### src/rtl/shot_pkg.sv
// Shared definitions for the shot simulator: FSM encodings, default court geometry
// (must agree with the hoop drawing in basketballHoop) and score saturation.
package shot_pkg;

    localparam logic [1:0] ST_IDLE   = 2'd0;
    localparam logic [1:0] ST_FLIGHT = 2'd1;
    localparam logic [1:0] ST_RESULT = 2'd2;

    localparam int DEF_START_X     = 80;
    localparam int DEF_START_Y     = 400;
    localparam int DEF_FLOOR_Y     = 440;
    localparam int DEF_X_MAX       = 630;
    localparam int DEF_RIM_XL      = 520;
    localparam int DEF_RIM_XR      = 560;
    localparam int DEF_RIM_Y       = 200;
    localparam int DEF_GRAV        = 1;
    localparam int DEF_VY_MAX      = 31;
    localparam int DEF_HOLD_FRAMES = 60;

    localparam logic [6:0] SCORE_MAX = 7'd99;

    function automatic logic [6:0] sat_inc(input logic [6:0] v);
        if (v >= SCORE_MAX) begin
            return SCORE_MAX;
        end else begin
            return v + 7'd1;
        end
    endfunction

endpackage

### src/rtl/shot_controller_trajectory_step.sv
// One frame of ballistic integration: next position, next vertical speed and the
// basket / floor / side-wall outcome flags evaluated from the pre-update state.
module trajectory_step
    import shot_pkg::*;
#(
    parameter int RIM_XL  = DEF_RIM_XL,
    parameter int RIM_XR  = DEF_RIM_XR,
    parameter int RIM_Y   = DEF_RIM_Y,
    parameter int FLOOR_Y = DEF_FLOOR_Y,
    parameter int X_MAX   = DEF_X_MAX,
    parameter int GRAV    = DEF_GRAV,
    parameter int VY_MAX  = DEF_VY_MAX
) (
    input  logic        [9:0] x,
    input  logic        [9:0] y,
    input  logic        [3:0] vx,
    input  logic signed [7:0] vy,
    output logic        [9:0] nx,
    output logic        [9:0] ny,
    output logic signed [7:0] vy_next,
    output logic              hit,
    output logic              floor_hit,
    output logic              side_hit
);

    localparam logic        [9:0] RIM_XL_V  = 10'(RIM_XL);
    localparam logic        [9:0] RIM_XR_V  = 10'(RIM_XR);
    localparam logic        [9:0] RIM_Y_V   = 10'(RIM_Y);
    localparam logic        [9:0] FLOOR_Y_V = 10'(FLOOR_Y);
    localparam logic        [9:0] X_MAX_V   = 10'(X_MAX);
    localparam logic signed [8:0] GRAV_V    = 9'(GRAV);
    localparam logic signed [8:0] VY_MAX_V  = 9'(VY_MAX);

    logic signed [10:0] y_ext_s;
    logic signed [10:0] vy_ext_s;
    logic signed [10:0] ny_sum_s;
    logic signed [8:0]  vy_sum_s;

    assign y_ext_s  = {1'b0, y};
    assign vy_ext_s = {{3{vy[7]}}, vy};
    assign ny_sum_s = y_ext_s + vy_ext_s;
    assign vy_sum_s = {vy[7], vy} + GRAV_V;

    // Position update; a ball flying above the top edge is pinned at row 0.
    always_comb begin
        nx = x + {6'd0, vx};
        if (ny_sum_s[10]) begin
            ny = 10'd0;
        end else begin
            ny = ny_sum_s[9:0];
        end
    end

    // Gravity with a terminal downward speed.
    always_comb begin
        if (vy_sum_s > VY_MAX_V) begin
            vy_next = VY_MAX_V[7:0];
        end else begin
            vy_next = vy_sum_s[7:0];
        end
    end

    // A basket needs a downward crossing of the rim plane inside the window.
    assign hit       = (vy > 8'sd0) && (y < RIM_Y_V) && (ny >= RIM_Y_V) &&
                       (nx >= RIM_XL_V) && (nx <= RIM_XR_V);
    assign floor_hit = (ny >= FLOOR_Y_V);
    assign side_hit  = (nx >= X_MAX_V);

endmodule

### src/rtl/shot_controller.sv
// Frame-rate shot FSM: launches on a shoot edge, integrates the trajectory per
// frame, scores or misses, holds the result, then returns the ball to start.
module shot_controller
    import shot_pkg::*;
#(
    parameter int START_X     = DEF_START_X,
    parameter int START_Y     = DEF_START_Y,
    parameter int FLOOR_Y     = DEF_FLOOR_Y,
    parameter int X_MAX       = DEF_X_MAX,
    parameter int RIM_XL      = DEF_RIM_XL,
    parameter int RIM_XR      = DEF_RIM_XR,
    parameter int RIM_Y       = DEF_RIM_Y,
    parameter int GRAV        = DEF_GRAV,
    parameter int VY_MAX      = DEF_VY_MAX,
    parameter int HOLD_FRAMES = DEF_HOLD_FRAMES
) (
    input  logic       clk,
    input  logic       reset,
    input  logic       frame_tick,
    input  logic       shoot,
    input  logic [3:0] launch_vx,
    input  logic [4:0] launch_vy,
    output logic [9:0] ball_x,
    output logic [9:0] ball_y,
    output logic       in_flight,
    output logic       score_pulse,
    output logic       miss_pulse,
    output logic [6:0] score
);

    localparam int HOLD_W = ($clog2(HOLD_FRAMES + 1) > 6) ? $clog2(HOLD_FRAMES + 1) : 6;
    localparam logic [HOLD_W-1:0] HOLD_LAST = HOLD_W'(HOLD_FRAMES - 1);
    localparam logic [HOLD_W-1:0] HOLD_ONE  = HOLD_W'(1);
    localparam logic [9:0] START_X_V = 10'(START_X);
    localparam logic [9:0] START_Y_V = 10'(START_Y);
    localparam logic [9:0] FLOOR_Y_V = 10'(FLOOR_Y);
    localparam logic [9:0] X_MAX_V   = 10'(X_MAX);

    logic [1:0]        state_r;
    logic              shoot_r;
    logic              rise_r;
    logic [3:0]        vx_r;
    logic signed [7:0] vy_r;
    logic [HOLD_W-1:0] hold_cnt_r;
    logic [9:0]        ball_x_r;
    logic [9:0]        ball_y_r;
    logic              in_flight_r;
    logic              score_pulse_r;
    logic              miss_pulse_r;
    logic [6:0]        score_r;

    logic [9:0]        nx_s;
    logic [9:0]        ny_s;
    logic signed [7:0] vy_next_s;
    logic              hit_s;
    logic              floor_s;
    logic              side_s;

    trajectory_step #(
        .RIM_XL (RIM_XL),
        .RIM_XR (RIM_XR),
        .RIM_Y  (RIM_Y),
        .FLOOR_Y(FLOOR_Y),
        .X_MAX  (X_MAX),
        .GRAV   (GRAV),
        .VY_MAX (VY_MAX)
    ) u_step (
        .x        (ball_x_r),
        .y        (ball_y_r),
        .vx       (vx_r),
        .vy       (vy_r),
        .nx       (nx_s),
        .ny       (ny_s),
        .vy_next  (vy_next_s),
        .hit      (hit_s),
        .floor_hit(floor_s),
        .side_hit (side_s)
    );

    // Registered rising-edge detect on the debounced shoot level.
    always_ff @(posedge clk or posedge reset) begin
        if (reset) begin
            shoot_r <= 1'b0;
            rise_r  <= 1'b0;
        end else begin
            shoot_r <= shoot;
            rise_r  <= shoot & ~shoot_r;
        end
    end

    // Shot FSM with motion, scoring and hold counting.
    always_ff @(posedge clk or posedge reset) begin
        if (reset) begin
            state_r       <= ST_IDLE;
            vx_r          <= 4'd0;
            vy_r          <= 8'sd0;
            hold_cnt_r    <= '0;
            ball_x_r      <= START_X_V;
            ball_y_r      <= START_Y_V;
            in_flight_r   <= 1'b0;
            score_pulse_r <= 1'b0;
            miss_pulse_r  <= 1'b0;
            score_r       <= 7'd0;
        end else begin
            score_pulse_r <= 1'b0;
            miss_pulse_r  <= 1'b0;
            case (state_r)
                ST_IDLE: begin
                    ball_x_r   <= START_X_V;
                    ball_y_r   <= START_Y_V;
                    hold_cnt_r <= '0;
                    if (rise_r) begin
                        vx_r        <= launch_vx;
                        vy_r        <= 8'sd0 - $signed({3'b000, launch_vy});
                        state_r     <= ST_FLIGHT;
                        in_flight_r <= 1'b1;
                    end else begin
                        in_flight_r <= 1'b0;
                    end
                end
                ST_FLIGHT: begin
                    if (frame_tick) begin
                        vy_r     <= vy_next_s;
                        ball_x_r <= side_s  ? X_MAX_V   : nx_s;
                        ball_y_r <= floor_s ? FLOOR_Y_V : ny_s;
                        if (hit_s) begin
                            score_r       <= sat_inc(score_r);
                            score_pulse_r <= 1'b1;
                            state_r       <= ST_RESULT;
                            in_flight_r   <= 1'b0;
                        end else if (floor_s || side_s) begin
                            miss_pulse_r <= 1'b1;
                            state_r      <= ST_RESULT;
                            in_flight_r  <= 1'b0;
                        end else begin
                            in_flight_r <= 1'b1;
                        end
                    end else begin
                        in_flight_r <= 1'b1;
                    end
                end
                ST_RESULT: begin
                    if (frame_tick) begin
                        if (hold_cnt_r == HOLD_LAST) begin
                            state_r    <= ST_IDLE;
                            hold_cnt_r <= '0;
                            ball_x_r   <= START_X_V;
                            ball_y_r   <= START_Y_V;
                        end else begin
                            hold_cnt_r <= hold_cnt_r + HOLD_ONE;
                        end
                    end else begin
                        hold_cnt_r <= hold_cnt_r;
                    end
                end
                default: begin
                    state_r     <= ST_IDLE;
                    in_flight_r <= 1'b0;
                end
            endcase
        end
    end

    assign ball_x      = ball_x_r;
    assign ball_y      = ball_y_r;
    assign in_flight   = in_flight_r;
    assign score_pulse = score_pulse_r;
    assign miss_pulse  = miss_pulse_r;
    assign score       = score_r;

endmodule

### config.mk
export PLATFORM = sky130hd
export DESIGN_NAME = shot_controller
export DESIGN_NICKNAME = d
export VERILOG_FILES = /design/src/rtl/shot_pkg.sv /design/src/rtl/shot_controller_trajectory_step.sv /design/src/rtl/shot_controller.sv
export SDC_FILE = /design/constraint.sdc
export NUM_CORES = 1
export LEC_CHECK = 0
export ABC_CLOCK_PERIOD_IN_PS = 3940
export CAP_MARGIN = 10
export CORE_ASPECT_RATIO = 1.25
export CORE_MARGIN = 2
export CORE_UTILIZATION = 25
export DETAILED_ROUTE_END_ITERATION = 7
export HOLD_SLACK_MARGIN = 0.06
export PLACE_DENSITY_LB_ADDON = 0.3
export REMOVE_ABC_BUFFERS = 1
export SYNTH_ARGS = -nofsm -noshare
export SYNTH_HDL_FRONTEND = slang
export SYNTH_SLANG_ARGS = --single-unit
### constraint.sdc
create_clock -name clk -period 3.94 [get_ports clk]
set_input_delay 0.788 -clock clk [delete_from_list [all_inputs] [get_ports clk]]
set_output_delay 0.788 -clock clk [all_outputs]
set_load 0.02 [all_outputs]
# Word-level counts from Yosys, hierarchy flattened

Cells that the tools add are included.

$add $sub $neg: 6
Equality and inequality tests: 8
Magnitude comparators: 9
Reduce and logical (&&, ||, !) cells: 15
Bitwise logic cells: 2
Mux-type cells: 38

Operator list:

| operator               | number |
|---|---|
| $mux W10               | 9 |
| $pmux W10 S3           | 2 |
| $mux W8                | 3 |
| $ge A10 B10 Y1 const B | 2 |
| $pmux W8 S2            | 1 |
| $mux W2                | 6 |
| $mux W6                | 2 |
| $pmux W6 S2            | 1 |
| $add A11 B8 Y11        | 1 |
| $mux W1                | 11 |
| $add A10 B4 Y10        | 1 |
| $ge A10 B8 Y1 const B  | 1 |
| $ge A10 B9 Y1 const B  | 1 |
| $le A10 B10 Y1 const B | 1 |
| $lt A10 B8 Y1 const B  | 1 |
| $add A8 B2 Y9 const B  | 1 |
| $gt A9 B6 Y1 const B   | 1 |
| $gt A8 B1 Y1 const B   | 1 |
| $ne A2 B2 Y1 const B   | 4 |
| $add A7 B1 Y7 const B  | 1 |
| $ge A7 B7 Y1 const B   | 1 |
| $mux W7                | 1 |
| $add A6 B1 Y6 const B  | 1 |
| $eq A6 B6 Y1 const B   | 1 |
| other kinds (17)       | 23 |

Output and inout port bits: 30
Bits in registers: 52
Input port bits: 13

# Depth between registers and ports, before layout

Depth in word-level cells: 9
Mapped depth: 11
Depth with buffers taken out: 11

# By module

From an unflattened synthesis, not the netlist that was laid out.

Cell total of the unflattened synthesis: 400
Area total of the unflattened synthesis: 3,722.3 um2

By module, submodules not included:

| module          | cells an instance | seq. area each (um2) | area an instance (um2) | times used |
|---|---|---|---|---|
| shot_controller | 213               | 1,307.5              | 2,323.5                | 1 |
| trajectory_step | 187               | 0.0                  | 1,398.8                | 1 |

# Worst setup path after synthesis

No wires, ideal clock.

Path type: flip-flop to flip-flop
From: register ball_y_r[4], in the netlist ball_y[4]
To: register score_r[4], in the netlist score[4]
Cell stages (with the launch flop): 11
Arrival: 3,048 ps
Path buffers: 1
Path slack: 758 ps
Clock period less this slack: 3,182 ps
Data required time: 3,806 ps
Cell sequence: dfstp_2 > ha_1 > buf_6 > a21o_1 > and2_4 > or3_2 > xnor2_1 > o311a_2 > or3_1 > o31ai_1 > o31ai_1

Word-level cells in the longest chain between the ends: 7

RTL lines:

| element                                | RTL line                              | RTL |
|---|---|---|
| from (decl)                            | shot_controller.sv:46                 | `logic [9:0] ball_y_r;` |
| from (signal assigned)                 | shot_controller.sv:125                | `ball_y_r <= floor_s ? FLOOR_Y_V : ny_s;` |
| $add A11 B8 Y11                        | shot_controller_trajectory_step.sv:41 | `assign ny_sum_s = y_ext_s + vy_ext_s;` |
| $mux W10                               | shot_controller_trajectory_step.sv:47 | `if (ny_sum_s[10]) begin` |
| $ge A10 B8 Y1                          | shot_controller_trajectory_step.sv:64 | `assign hit = (vy > 8'sd0) && (y < RIM_Y_V) && (ny >= RIM_Y_V) &&` |
| $logic_and A1 B1 Y1 (*) (2 in series)  | shot_controller_trajectory_step.sv:64 |  |
| $logic_and A1 B1 Y1 (*)                | shot_controller_trajectory_step.sv:65 | `(nx >= RIM_XL_V) && (nx <= RIM_XR_V);` |
| $reduce_and A3 Y1 (no source line) (*) | -                                     |  |
| to (signal assigned)                   | shot_controller.sv:127                | `score_r <= sat_inc(score_r);` |
| to (decl)                              | shot_controller.sv:50                 | `logic [6:0] score_r;` |

Every way passes the cells marked *; elsewhere a longest branch is shown, timed or not.
A chain may end at the register's enable or synchronous reset.

# Worst setup path after layout

From: register vy_r[0]
To: register score_r[3], in the netlist score[3]

Word-level cells in the longest chain between the ends: 7

RTL lines:

| element                                | RTL line                              | RTL |
|---|---|---|
| from (decl)                            | shot_controller.sv:43                 | `logic signed [7:0] vy_r;` |
| from (signal assigned)                 | shot_controller.sv:114                | `vy_r <= 8'sd0 - $signed({3'b000, launch_vy});` |
| from (signal assigned)                 | shot_controller.sv:123                | `vy_r <= vy_next_s;` |
| $add A11 B8 Y11                        | shot_controller_trajectory_step.sv:41 |  |
| $mux W10                               | shot_controller_trajectory_step.sv:47 |  |
| $ge A10 B8 Y1                          | shot_controller_trajectory_step.sv:64 |  |
| $logic_and A1 B1 Y1 (*) (2 in series)  | shot_controller_trajectory_step.sv:64 |  |
| $logic_and A1 B1 Y1 (*)                | shot_controller_trajectory_step.sv:65 |  |
| $reduce_and A3 Y1 (no source line) (*) | -                                     |  |

Marked as above.

==> results.yml <==
outcome:
  status: "complete, no violations"
place:
  place_hpwl_um: 7460
  post-place-cells: 630
  gp_congestion: 0.903
  port-buffer-count: 42
  place_worst_setup_slack_ps: 533
logic_synthesis:
  number_of_enable_flip_flop_cells_after_synthesis: 0
  synth_largest_area_cell: "dfrtp_1"
  syn_area_per_cell_sq_um: 8.64
  synth_top_cell_area_share_pct: 32.1
  synth_async_sr_flop_share_pct: 100
  yosys-mux-area-fraction_pct: 2.12
  yosys.area_share.simple_pct: 19.9
  synth.yosys.seq_area_share_pct: 35.7
  yosysUniqueCellTypes: 70
  synthesis.yosys.warnings: 0
  synthFlopType: "dfrtp_1"
  post_synth_main_area_contributors: "dfrtp_1 32%, ha_1 6.8%, o21ai_0 5.3%"
  postSynthCellCount: 424
  synth-compound-area-share_pct: 25.8
  combinational_family_with_the_most_area_after_synthesis: "compound AO/OA/AOI/OAI gates"
  mappedNetlistArea_sq_um: 3660
  ys_ff_latch: 52
  share_of_the_synthesized_netlist_area_taken_by_xor_and_xnor_gates_pct: 4.06
  synth_adder_area_share_pct: 7.92
grt:
  globalRoute.totalOverflow: 0
  grt_use_total_pct: 12.8
  first_global_vias: 3248
  grt_pass1_wl_um: 16400
  grt_max_degree: 29
  grt_antenna_before_repair: 0
final_layout:
  final_util_pct: 30.7
  multi_input_area_sq_um: 2190
  final_layout_size_suffix_gt1_share_pct: 8.04
  layout-area-overhead-vs-synth_pct: 20.3
  insertedDiodeCount: 0
  layout_commonest_cell: "dfrtp_1"
  fin_nets: 494
  final-seq-area_sq_um: 1310
  final_cell_mix: "47 x dfrtp_1, 44 x nand2_1, 42 x clkdlybuf4s50_1, 39 x o21ai_0, 37 x nor2_1"
  fillers: 1534
  layoutNonFillerInstCount: 638
timing:
  setup_tns_ps: 0
  count_of_final_setup_violators: 0
  period_needed_ps: 3410
  hold_slack_ps: 394
  setup_slack_ps: 531
  fmaxAchievable_mhz: 293
  count_of_endpoints_failing_hold_in_the_final_timing_report: 0
  unrepaired_setup_endpoints_after_global_routing: "false"
  setup_skew_after_layout_ps: 6.12
  slew_viol_final: 0
  maxSlewHeadroom_pct: 48.9
  worst_pin_slew_ps: 764
  layout_worst_path_cycle_share_pct: 86.5
clock_tree:
  clk_pin_slew_worst_paths_ps: 70
  h-tree-depth: 2
  cts_tree: "yes"
  cts_hold_buf: 0
  root_buf_cell: "clkbuf_16"
  cts.path.max_buffers: 2
  cts_setup_buffers: 0
  postCtsResizedCells: 0
  worstSkewPairLatency_ps: 300
  cts_buffers: 5
  cts_num_sinks: 52
worst_hold_path:
  hold_path_class: "reg2reg"
die:
  initial_core_util_pct: 25.5
  fp.dieArea_sq_um: 15600
  ioPinCount: 43
  num_rows: 49
  core_region_area_sq_um: 14300
  die_w_um: 112
  die_extent_in_y_um: 139
flow_run:
  cap_violations: 0
setup_path:
  crit_start: "vy_r[0]"
  critical_path.cell_chain: "ha_1 -> inv_1 -> fa_1 -> nand2b_1 -> a21oi_1 -> or3_2 -> xnor2_1 -> o311a_2 -> or3_1 -> o31ai_1 -> o31ai_1"
  worstReg2RegStart: "vy_r[0]"
  rr_endpoint: "score[3]"
  crit_path_max_incr_delay_ps: 450
  crit_family: "compound AO/OA/AOI/OAI gates"
  timing.critical_path.arrival_ps: 3580
  critPathSlowestCell: "dfrtp_1"
  critical_path_depth: 11
  worst_path_most_repeated_cell: "o31ai_1"
  reg2reg_depth: 11
  cp_data_required_time_ps: 4110
  crit_path_end_kind: "flop"
  startpoint_type: "flop"
  critical_path.max_fanout: 7
  cp-endpoint: "score[3]"
  critPathBufInv: 1
  timing_worst_setup_path_type: "reg2reg"
  worst_r2r_setup_slack_ps: 530
power_and_ir_drop:
  ir_worst_vdd_uv: 390
  power_leakage_nw: 1.79
  cellPowerDensity_nw_per_um2: 798
drt:
  remaining_drc_errors: 0
  drt-wirelength-per-cell_um: 15.3
  detail_route.iter0.violations: 186
  vias: 3325
  drt_wirelength_um: 9740
  wl_met3_um: 339
  viasPerCell: 5.21
  route.top_layer_used: "met4"
  met1Wirelength_um: 4100
  met2_length_um: 5090
  detail-route-antenna-nets: 0
  detail_route.first_pass.iterations: 4
## kinds of logic (layout without fill, tap and decap cells)
family	Yosys count	after routing
buffers and inverters	37	73
xor gates and xnor gates	17	17
muxes	7	7
DFF	52	52
AOI/OAI and AO/OA	142	142
and+or+nand+nor	147	147
adders and majority gates	22	22
## worst reg2reg max path, stage by stage, from the launching register on
cell and delay (ps):
dfrtp_1 450, ha_1 230, inv_1 70, fa_1 400, nand2b_1 200, a21oi_1 360, or3_2 220, xnor2_1 60
o311a_2 420, or3_1 450, o31ai_1 300, o31ai_1 130
## worst min-delay path by stage
stage	slack, ps	to	from	cells past startpoint
floorplan	380	rise_r	shoot_r	1
global placement	390	rise_r	shoot_r	1
detailed placement	390	rise_r	shoot_r	1
CTS	400	rise_r	shoot_r	1
global route	430	rise_r	shoot_r	1
finish	390	rise_r	shoot_r	1
## layout make-up
type | instances | share of cell area, %
Multi-Input combinational cell | 335 | 49.7
Timing Repair Buffer | 45 | 10.0
Clock buffer | 6 | 2.92
Clock inverter | 2 | 0.880
Tap cell | 178 | 5.05
Sequential cell | 52 | 29.7
Inverter | 20 | 1.70
## metal layers
layer  GRT usage, %  vias up
li1               -     1626
met1           15.7     1615
met2           22.8       72
met3           1.92       12
met4           4.56        0
met5              0        -
## per-stage QoR
stage	area [sq um]	power (mW)
floorplan	3570	2.36
global placement	4240	2.98
detailed placement	4240	2.99
CTS	4410	3.53
global route	4410	3.80
finish	4410	3.52
## synth_stat cells, types with 3 or more instances
cell      count
nor2_1       37
buf_2         3
a31oi_1       8
o22ai_1       4
or4_1         3
xor2_1        9
dfrtp_1      47
a211o_1       3
a22o_1        4
dfstp_2       5
a211oi_1      6
or3_1         3
nand4_1       4
mux2_2        6
xnor2_1       8
o22a_1        5
a21o_1        7
clkbuf_1      9
o31ai_1       9
nand2b_1      6
a21oi_1      29
inv_1        19
o21a_1        3
nand2_1      44
ha_1         20
and3_1        7
nand3_1      13
o21ai_0      39
nor3_1       10
## flip-flops by register name (all words and copies together) (netlist names)
name         cells
ball_x          10
ball_y          10
hold_cnt_r       6
in_flight        1
miss_pulse       1
rise_r           1
score            7
score_pulse      1
shoot_r          1
state_r          2
vx_r             4
vy_r             8
## report_power, final
group | switching (mW) | internal, mW
logic | 1.22 | 0.851
registers | 0.230 | 0.694
clock network | 0.216 | 0.303
total | 1.67 | 1.85
Note: power is estimated with default switching activity, not from simulation.
